File: config.mk
export PLATFORM = sky130hd
export DESIGN_NAME = hpm_unit
export DESIGN_NICKNAME = d
export VERILOG_FILES = /design/src/rtl/hpm_unit_pkg.sv /design/src/rtl/hpm_counter.sv /design/src/rtl/hpm_unit.sv
export SDC_FILE = /design/constraint.sdc
export NUM_CORES = 2
export LEC_CHECK = 0
export ABC_AREA = 0
export BUFFER_PORTS_ARGS = -buffer_cell sky130_fd_sc_hd__clkbuf_2
export CAP_MARGIN = 20
export CORE_MARGIN = 2
export CORE_UTILIZATION = 35
export DETAILED_ROUTE_END_ITERATION = 8
export MAX_ROUTING_LAYER = met4
export PLACE_DENSITY = 0.6
export RECOVER_POWER = 25
export SYNTH_ARGS = -nofsm -noshare
export SYNTH_HDL_FRONTEND = slang
export SYNTH_HIERARCHICAL = 1
export SYNTH_SLANG_ARGS = --single-unit
File: constraint.sdc
create_clock -name clock -period 6.7 [get_ports clock]
set_input_delay 1.34 -clock clock [delete_from_list [all_inputs] [get_ports clock]]
set_output_delay 1.34 -clock clock [all_outputs]
set_load 0.05 [all_outputs]
File: src/rtl/hpm_unit_pkg.sv
// Shared definitions for the hardware performance monitor: mhpmevent layout,
// CSR address constants and a helper that sanitises mhpmevent writes.
package hpm_unit_pkg;

   localparam int HpmSelW      = 8;
   localparam int HpmOfBit     = 31;
   localparam int HpmOfMaskBit = 30;

   // mhpmevent CSR image; rsvd is always held at zero so reads return 0 there
   typedef struct packed {
      logic               of;
      logic               ofmask;
      logic [21:0]        rsvd;
      logic [HpmSelW-1:0] sel;
   } mhpmevent_t;

   localparam logic [11:0] CsrMcycle        = 12'hB00;
   localparam logic [11:0] CsrMcycleh       = 12'hB80;
   localparam logic [11:0] CsrMinstret      = 12'hB02;
   localparam logic [11:0] CsrMcountinhibit = 12'h320;

   // Keep only the implemented mhpmevent fields of a CSR write value
   function automatic mhpmevent_t mhpmevent_from_wdata(input logic [31:0] w);
      mhpmevent_t e;
      e        = '0;
      e.of     = w[HpmOfBit];
      e.ofmask = w[HpmOfMaskBit];
      e.sel    = w[HpmSelW-1:0];
      return e;
   endfunction

endpackage

File: src/rtl/hpm_counter.sv
// One performance counter of CntWidth bits with split 32-bit CSR write ports
// and a one-cycle pulse when an increment carries it from all-ones to zero.
module hpm_counter #(
   parameter int CntWidth = 64
) (
   input  logic                clock,
   input  logic                reset,
   input  logic                incr_en,
   input  logic                we_lo,
   input  logic                we_hi,
   input  logic [31:0]         wdata,
   output logic [CntWidth-1:0] value,
   output logic                wrap_pulse
);

   logic [CntWidth-1:0] value_q, value_d;

   // Next value: a CSR write replaces its half and suppresses the increment
   always_comb begin
      value_d = value_q;
      if (we_lo) begin
         value_d[31:0] = wdata;
      end else if (we_hi) begin
         value_d[CntWidth-1:32] = wdata[CntWidth-33:0];
      end else if (incr_en) begin
         value_d = value_q + CntWidth'(1);
      end
   end

   // Counter register
   always_ff @(posedge clock) begin
      if (reset) begin
         value_q <= '0;
      end else begin
         value_q <= value_d;
      end
   end

   assign value      = value_q;
   assign wrap_pulse = incr_en & ~we_lo & ~we_hi & (&value_q);

endmodule

File: src/rtl/hpm_unit.sv
// Performance monitor: mcycle, minstret and NumHpm programmable counters with
// event selectors, mcountinhibit, per-counter overflow flags and an irq.
module hpm_unit
   import hpm_unit_pkg::*;
#(
   parameter int NumHpm    = 8,
   parameter int NumEvents = 16,
   parameter int CntWidth  = 64
) (
   input  logic                 clock,
   input  logic                 reset,
   input  logic                 instret,
   input  logic [NumEvents-1:0] events,
   input  logic [11:0]          csr_addr,
   input  logic                 csr_we,
   input  logic [31:0]          csr_wdata,
   output logic [31:0]          csr_rdata,
   output logic                 csr_hit,
   output logic                 ovf_irq
);

   localparam logic [31:0] InhibitMask = 32'h5 | (((32'h1 << NumHpm) - 32'h1) << 3);

   // Read one 32-bit half of a counter
   function automatic logic [31:0] cnt_rd(input logic [CntWidth-1:0] v, input logic hi);
      if (hi) return 32'(v >> 32);
      return v[31:0];
   endfunction

   // Address decode: windows share bits [11:5], index is [4:0]
   logic [4:0] csr_idx;
   logic       cnt_lo_win, cnt_hi_win, cnt_win, evt_win, hpm_idx_ok;
   logic       is_cycle, is_instret, is_inhibit;

   assign csr_idx    = csr_addr[4:0];
   assign cnt_lo_win = (csr_addr[11:5] == CsrMcycle[11:5]);
   assign cnt_hi_win = (csr_addr[11:5] == CsrMcycleh[11:5]);
   assign cnt_win    = cnt_lo_win | cnt_hi_win;
   assign evt_win    = (csr_addr[11:5] == CsrMcountinhibit[11:5]);
   assign hpm_idx_ok = ({1'b0, csr_idx} >= 6'd3) && ({1'b0, csr_idx} < 6'(NumHpm + 3));
   assign is_cycle   = (csr_idx == CsrMcycle[4:0]);
   assign is_instret = (csr_idx == CsrMinstret[4:0]);
   assign is_inhibit = (csr_idx == CsrMcountinhibit[4:0]);
   assign csr_hit    = (cnt_win & (is_cycle | is_instret | hpm_idx_ok)) |
                       (evt_win & (is_inhibit | hpm_idx_ok));

   // Event k+1 lives at bit k+1; bit 0 (sel=0) and out-of-range selectors read 0
   logic [255:0] ev_ext;
   assign ev_ext = 256'({events, 1'b0});

   logic [31:0] inhibit_q;

   // mcountinhibit: only implemented counter bits are stored
   always_ff @(posedge clock) begin
      if (reset) begin
         inhibit_q <= '0;
      end else if (csr_we && evt_win && is_inhibit) begin
         inhibit_q <= csr_wdata & InhibitMask;
      end
   end

   logic [CntWidth-1:0] mcycle_val, minstret_val;
   logic                unused_fixed_wrap;
   logic                mcycle_wrap, minstret_wrap;

   hpm_counter #(.CntWidth(CntWidth)) u_mcycle (
      .clock      (clock),
      .reset      (reset),
      .incr_en    (~inhibit_q[0]),
      .we_lo      (csr_we & cnt_lo_win & is_cycle),
      .we_hi      (csr_we & cnt_hi_win & is_cycle),
      .wdata      (csr_wdata),
      .value      (mcycle_val),
      .wrap_pulse (mcycle_wrap)
   );

   hpm_counter #(.CntWidth(CntWidth)) u_minstret (
      .clock      (clock),
      .reset      (reset),
      .incr_en    (instret & ~inhibit_q[2]),
      .we_lo      (csr_we & cnt_lo_win & is_instret),
      .we_hi      (csr_we & cnt_hi_win & is_instret),
      .wdata      (csr_wdata),
      .value      (minstret_val),
      .wrap_pulse (minstret_wrap)
   );

   // mcycle and minstret wrap silently
   assign unused_fixed_wrap = mcycle_wrap ^ minstret_wrap;

   logic [31:0]       rd_chain [NumHpm+1];
   logic [NumHpm-1:0] irq_terms;
   assign rd_chain[0] = '0;

   for (genvar i = 0; i < NumHpm; i++) begin : g_hpm
      localparam logic [4:0] Idx = 5'(i + 3);
      logic                sel_me, ev_act, wrap;
      logic [CntWidth-1:0] val;
      mhpmevent_t          evt_q;

      assign sel_me = (csr_idx == Idx);
      assign ev_act = ev_ext[evt_q.sel];

      hpm_counter #(.CntWidth(CntWidth)) u_cnt (
         .clock      (clock),
         .reset      (reset),
         .incr_en    (ev_act & ~inhibit_q[i+3]),
         .we_lo      (csr_we & cnt_lo_win & sel_me),
         .we_hi      (csr_we & cnt_hi_win & sel_me),
         .wdata      (csr_wdata),
         .value      (val),
         .wrap_pulse (wrap)
      );

      // mhpmevent: a CSR write (including its OF bit) beats a same-cycle wrap
      always_ff @(posedge clock) begin
         if (reset) begin
            evt_q <= '0;
         end else if (csr_we && evt_win && sel_me) begin
            evt_q <= mhpmevent_from_wdata(csr_wdata);
         end else if (wrap) begin
            evt_q.of <= 1'b1;
         end
      end

      assign rd_chain[i+1] = rd_chain[i] |
                             ((cnt_win && sel_me) ? cnt_rd(val, cnt_hi_win) : 32'h0) |
                             ((evt_win && sel_me) ? 32'(evt_q) : 32'h0);
      assign irq_terms[i]  = evt_q.of & ~evt_q.ofmask;
   end

   // Read mux; zero while in reset so the reset cycle already reads cleared state
   always_comb begin
      csr_rdata = '0;
      if (!reset && csr_hit) begin
         if (cnt_win && is_cycle) begin
            csr_rdata = cnt_rd(mcycle_val, cnt_hi_win);
         end else if (cnt_win && is_instret) begin
            csr_rdata = cnt_rd(minstret_val, cnt_hi_win);
         end else if (evt_win && is_inhibit) begin
            csr_rdata = inhibit_q;
         end else begin
            csr_rdata = rd_chain[NumHpm];
         end
      end
   end

   logic irq_q;

   // Interrupt request registered from the stored OF/OFMASK state
   always_ff @(posedge clock) begin
      if (reset) begin
         irq_q <= 1'b0;
      end else begin
         irq_q <= |irq_terms;
      end
   end

   assign ovf_irq = irq_q;

endmodule

==> tab_implementation.tex <==
\begin{tabular}{lr}
\hline
Metric & Value \\
\hline
\multicolumn{2}{l}{\textbf{Clock tree}} \\
\quad Number of buffers inserted by post-CTS setup repair & 0 \\
\quad Clock transition at path regs & 0.06 ns \\
\quad Cts-stage hold buffer count & 0 \\
\quad Number of resized instances in the post-cts repair step & 0 \\
\quad Buffer depth of the longest clock path & 3 \\
\quad Clock tree from TritonCTS & yes \\
\quad CTS root buf & sky130\_fd\_sc\_hd\_\_clkbuf\_16 \\
\quad Insertion delay of the later-clocked pin in the worst-skew pair & 0.75 ns \\
\quad Number of buffers created by CTS & 93 \\
\quad H-Tree Depth & 3 \\
\quad Count of clock tree sinks & 731 \\
\multicolumn{2}{l}{\textbf{Timing}} \\
\quad Setup repair after global routing missed its margin & false \\
\quad Final-report hold violation count & 0 \\
\quad Worst Max-Slew Pin Slew & 3.15 ns \\
\quad Setup\_tns & 0 ns \\
\quad Headroom to the max-slew limit & -1.10 \\
\quad Max-slew violations & 166 \\
\quad Final Cycle Share & 0.962 \\
\quad Peak clock frequency supported by timing & 0.155 GHz \\
\quad Endpoints failing setup & 0 \\
\quad Shortest period the worst path allows & 6.45 ns \\
\quad Final worst clock skew & 0.0356 ns \\
\quad Post-route setup slack & 0.254 ns \\
\quad Tightest hold margin & 0.483 ns \\
\multicolumn{2}{l}{\textbf{GRT}} \\
\quad Maximum number of pins on one net before global-route repair & 119 \\
\quad Number of antenna violations at the first check in global routing & 29 \\
\quad Number of global-route vias before repair & 55.5k \\
\quad Global router's overall resource usage & 0.372 \\
\quad Global-route wire length before repair & 419 mm \\
\quad Grt total ovfl & 0 \\
\multicolumn{2}{l}{\textbf{Die}} \\
\quad Initial cell density of the core & 0.353 \\
\quad Boundary Pins & 98 \\
\quad Die Footprint & 157,000 um\^{}2 \\
\quad Die Y-Extent & 396 um \\
\quad Die Span X & 396 um \\
\quad Count of standard-cell rows & 143 \\
\quad Standard cell core area & 152,000 um\^{}2 \\
\multicolumn{2}{l}{\textbf{Placed design}} \\
\quad I/O Buffers & 97 \\
\quad Hpwl dp & 208 mm \\
\quad Placer Congestion & 1.10 \\
\quad Worst slack at placement & 0.754 ns \\
\multicolumn{2}{l}{\textbf{Power and ir drop}} \\
\quad Max IR drop VDD & 194 uV \\
\quad Leakage power & 19.1 nW \\
\quad Power Density & 186 nW/um\^{}2 \\
\quad Final total power & 11.1 mW \\
\multicolumn{2}{l}{\textbf{Critical path}} \\
\quad CP endpoint kind & output pin \\
\quad Critical-path maximum fanout & 23 \\
\quad Worst Reg-to-Reg Cells & 10 \\
\quad Data required time of the worst path & 5.36 ns \\
\quad Type of the worst setup path & input port to output pin \\
\quad CP arrival & 5.11 ns \\
\quad Startpoint Class & input port \\
\multicolumn{2}{l}{\textbf{Flow run}} \\
\quad \# Max-Cap Violations & 5 \\
\multicolumn{2}{l}{\textbf{Routing}} \\
\quad First drt pass iteration count & 9 \\
\quad Routed wire per std cell & 32.4 um \\
\quad Top layer reached by signal wires & met4 \\
\quad Count of nets left with antenna violations after detail routing & 0 \\
\quad Total routed wire length on the met1 layer & 114 mm \\
\quad Total vias in the final route & 63.7k \\
\quad Via count normalized by instance count & 6.95 \\
\quad Met3 routed WL & 40.6 mm \\
\quad DRC & 0 \\
\quad Met2 Routed Length & 120 mm \\
\quad Total detailed-routing wirelength & 297 mm \\
\quad Starting DRC count in detailed routing & 11.1k \\
\multicolumn{2}{l}{\textbf{Status}} \\
\quad Failing checks & max-capacitance violations, max-slew violations \\
\quad Run status & complete, but fails checks \\
\multicolumn{2}{l}{\textbf{Worst hold path}} \\
\quad Worst min-delay path class & register to register \\
\quad Hold Path Depth & 2 \\
\multicolumn{2}{l}{\textbf{Finish}} \\
\quad Layout fillers & 15.7k \\
\quad Syn-to-layout area delta & 10.6\% \\
\quad Ratio of cells with drive above 1 in the final layout & 0.0886 \\
\quad Net count, final & 7,097 \\
\quad Util after Layout & 0.390 \\
\multicolumn{2}{l}{\textbf{Synth}} \\
\quad Yosys warns & 6 \\
\quad Synthesized netlist cell count & 7,179 \\
\quad Post-Synthesis Mean Instance Area & 7.49 um\^{}2 \\
\quad Post-Syn Nets & 7,253 \\
\quad Area of the mapped netlist & 53,700 um\^{}2 \\
\hline
\end{tabular}
-- worst max-delay path, stage by stage --
cell	delay, ns
sky130_fd_sc_hd__clkbuf_2	0.10
sky130_fd_sc_hd__nor3b_1	0.24
sky130_fd_sc_hd__and4b_1	0.40
sky130_fd_sc_hd__clkbuf_1	1.00
sky130_fd_sc_hd__o211ai_2	0.40
sky130_fd_sc_hd__buf_4	0.35
sky130_fd_sc_hd__a311oi_1	0.84
sky130_fd_sc_hd__clkbuf_2	0.42
-- power by group --
part / switching (mW) / internal (mW) / leakage (nW)
clock network: 2.27 / 3.33 / 1.63
logic: 0.648 / 0.225 / 11.6
registers: 0.174 / 4.41 / 5.90
-- state kept, by name, summed over array words and instances (netlist names) --
name and cells:
g_hpm.evt_q 80, g_hpm.u_cnt/value 512, inhibit_q 10, ovf_irq 1, u_mcycle/value 64, u_minstret/value 64
-- routing by layer --
layer  track usage  up-vias
li1              -    27000
met1         0.486    30800
met2         0.504     4955
met3        0.0912      995
met4         0.243        0
met5             -        -
-- cells in the final DEF (no fill, tap or decap), drive strengths merged, types with 189 or more instances in the layout --
cell type and n:
a211oi 189, a21oi 345, and3 204, buf 194, clkbuf 239, dfxtp 731
mux2i 324, nand2 960, nand3 344, nand4 282, nor2 638, o211ai 191
-- layout make-up --
class	instances	area, um^2	share of cell area
tap	2030	2540	0.0427
timing repair buffer	300	2060	0.0347
sequential	731	14600	0.246
inverter	121	454	0.00764
multi-input combinational	5776	36400	0.612
clock buffer	133	2730	0.0460
antenna	38	95.1	0.00160
clock inverter	38	553	0.00931
-- worst paths after layout --
check                    start                        to  slack (ns)
max                csr_addr[5]             csr_rdata[13]        0.25
min          g_hpm[2].evt_q[5]         g_hpm[2].evt_q[5]        0.48
max reg2reg  g_hpm[4].evt_q[0]  g_hpm[4].u_cnt/value[54]        2.13
min reg2reg  g_hpm[2].evt_q[5]         g_hpm[2].evt_q[5]        0.48
-- metrics by stage --
stage | instance area [um^2] | std cells
finish | 59400 | 9167
global route | 59400 | 9155
CTS | 59400 | 9124
detailed placement | 56100 | 8953
global placement | 56100 | 8948
floorplan | 53700 | 7179
(Power assumes the default switching activity.)
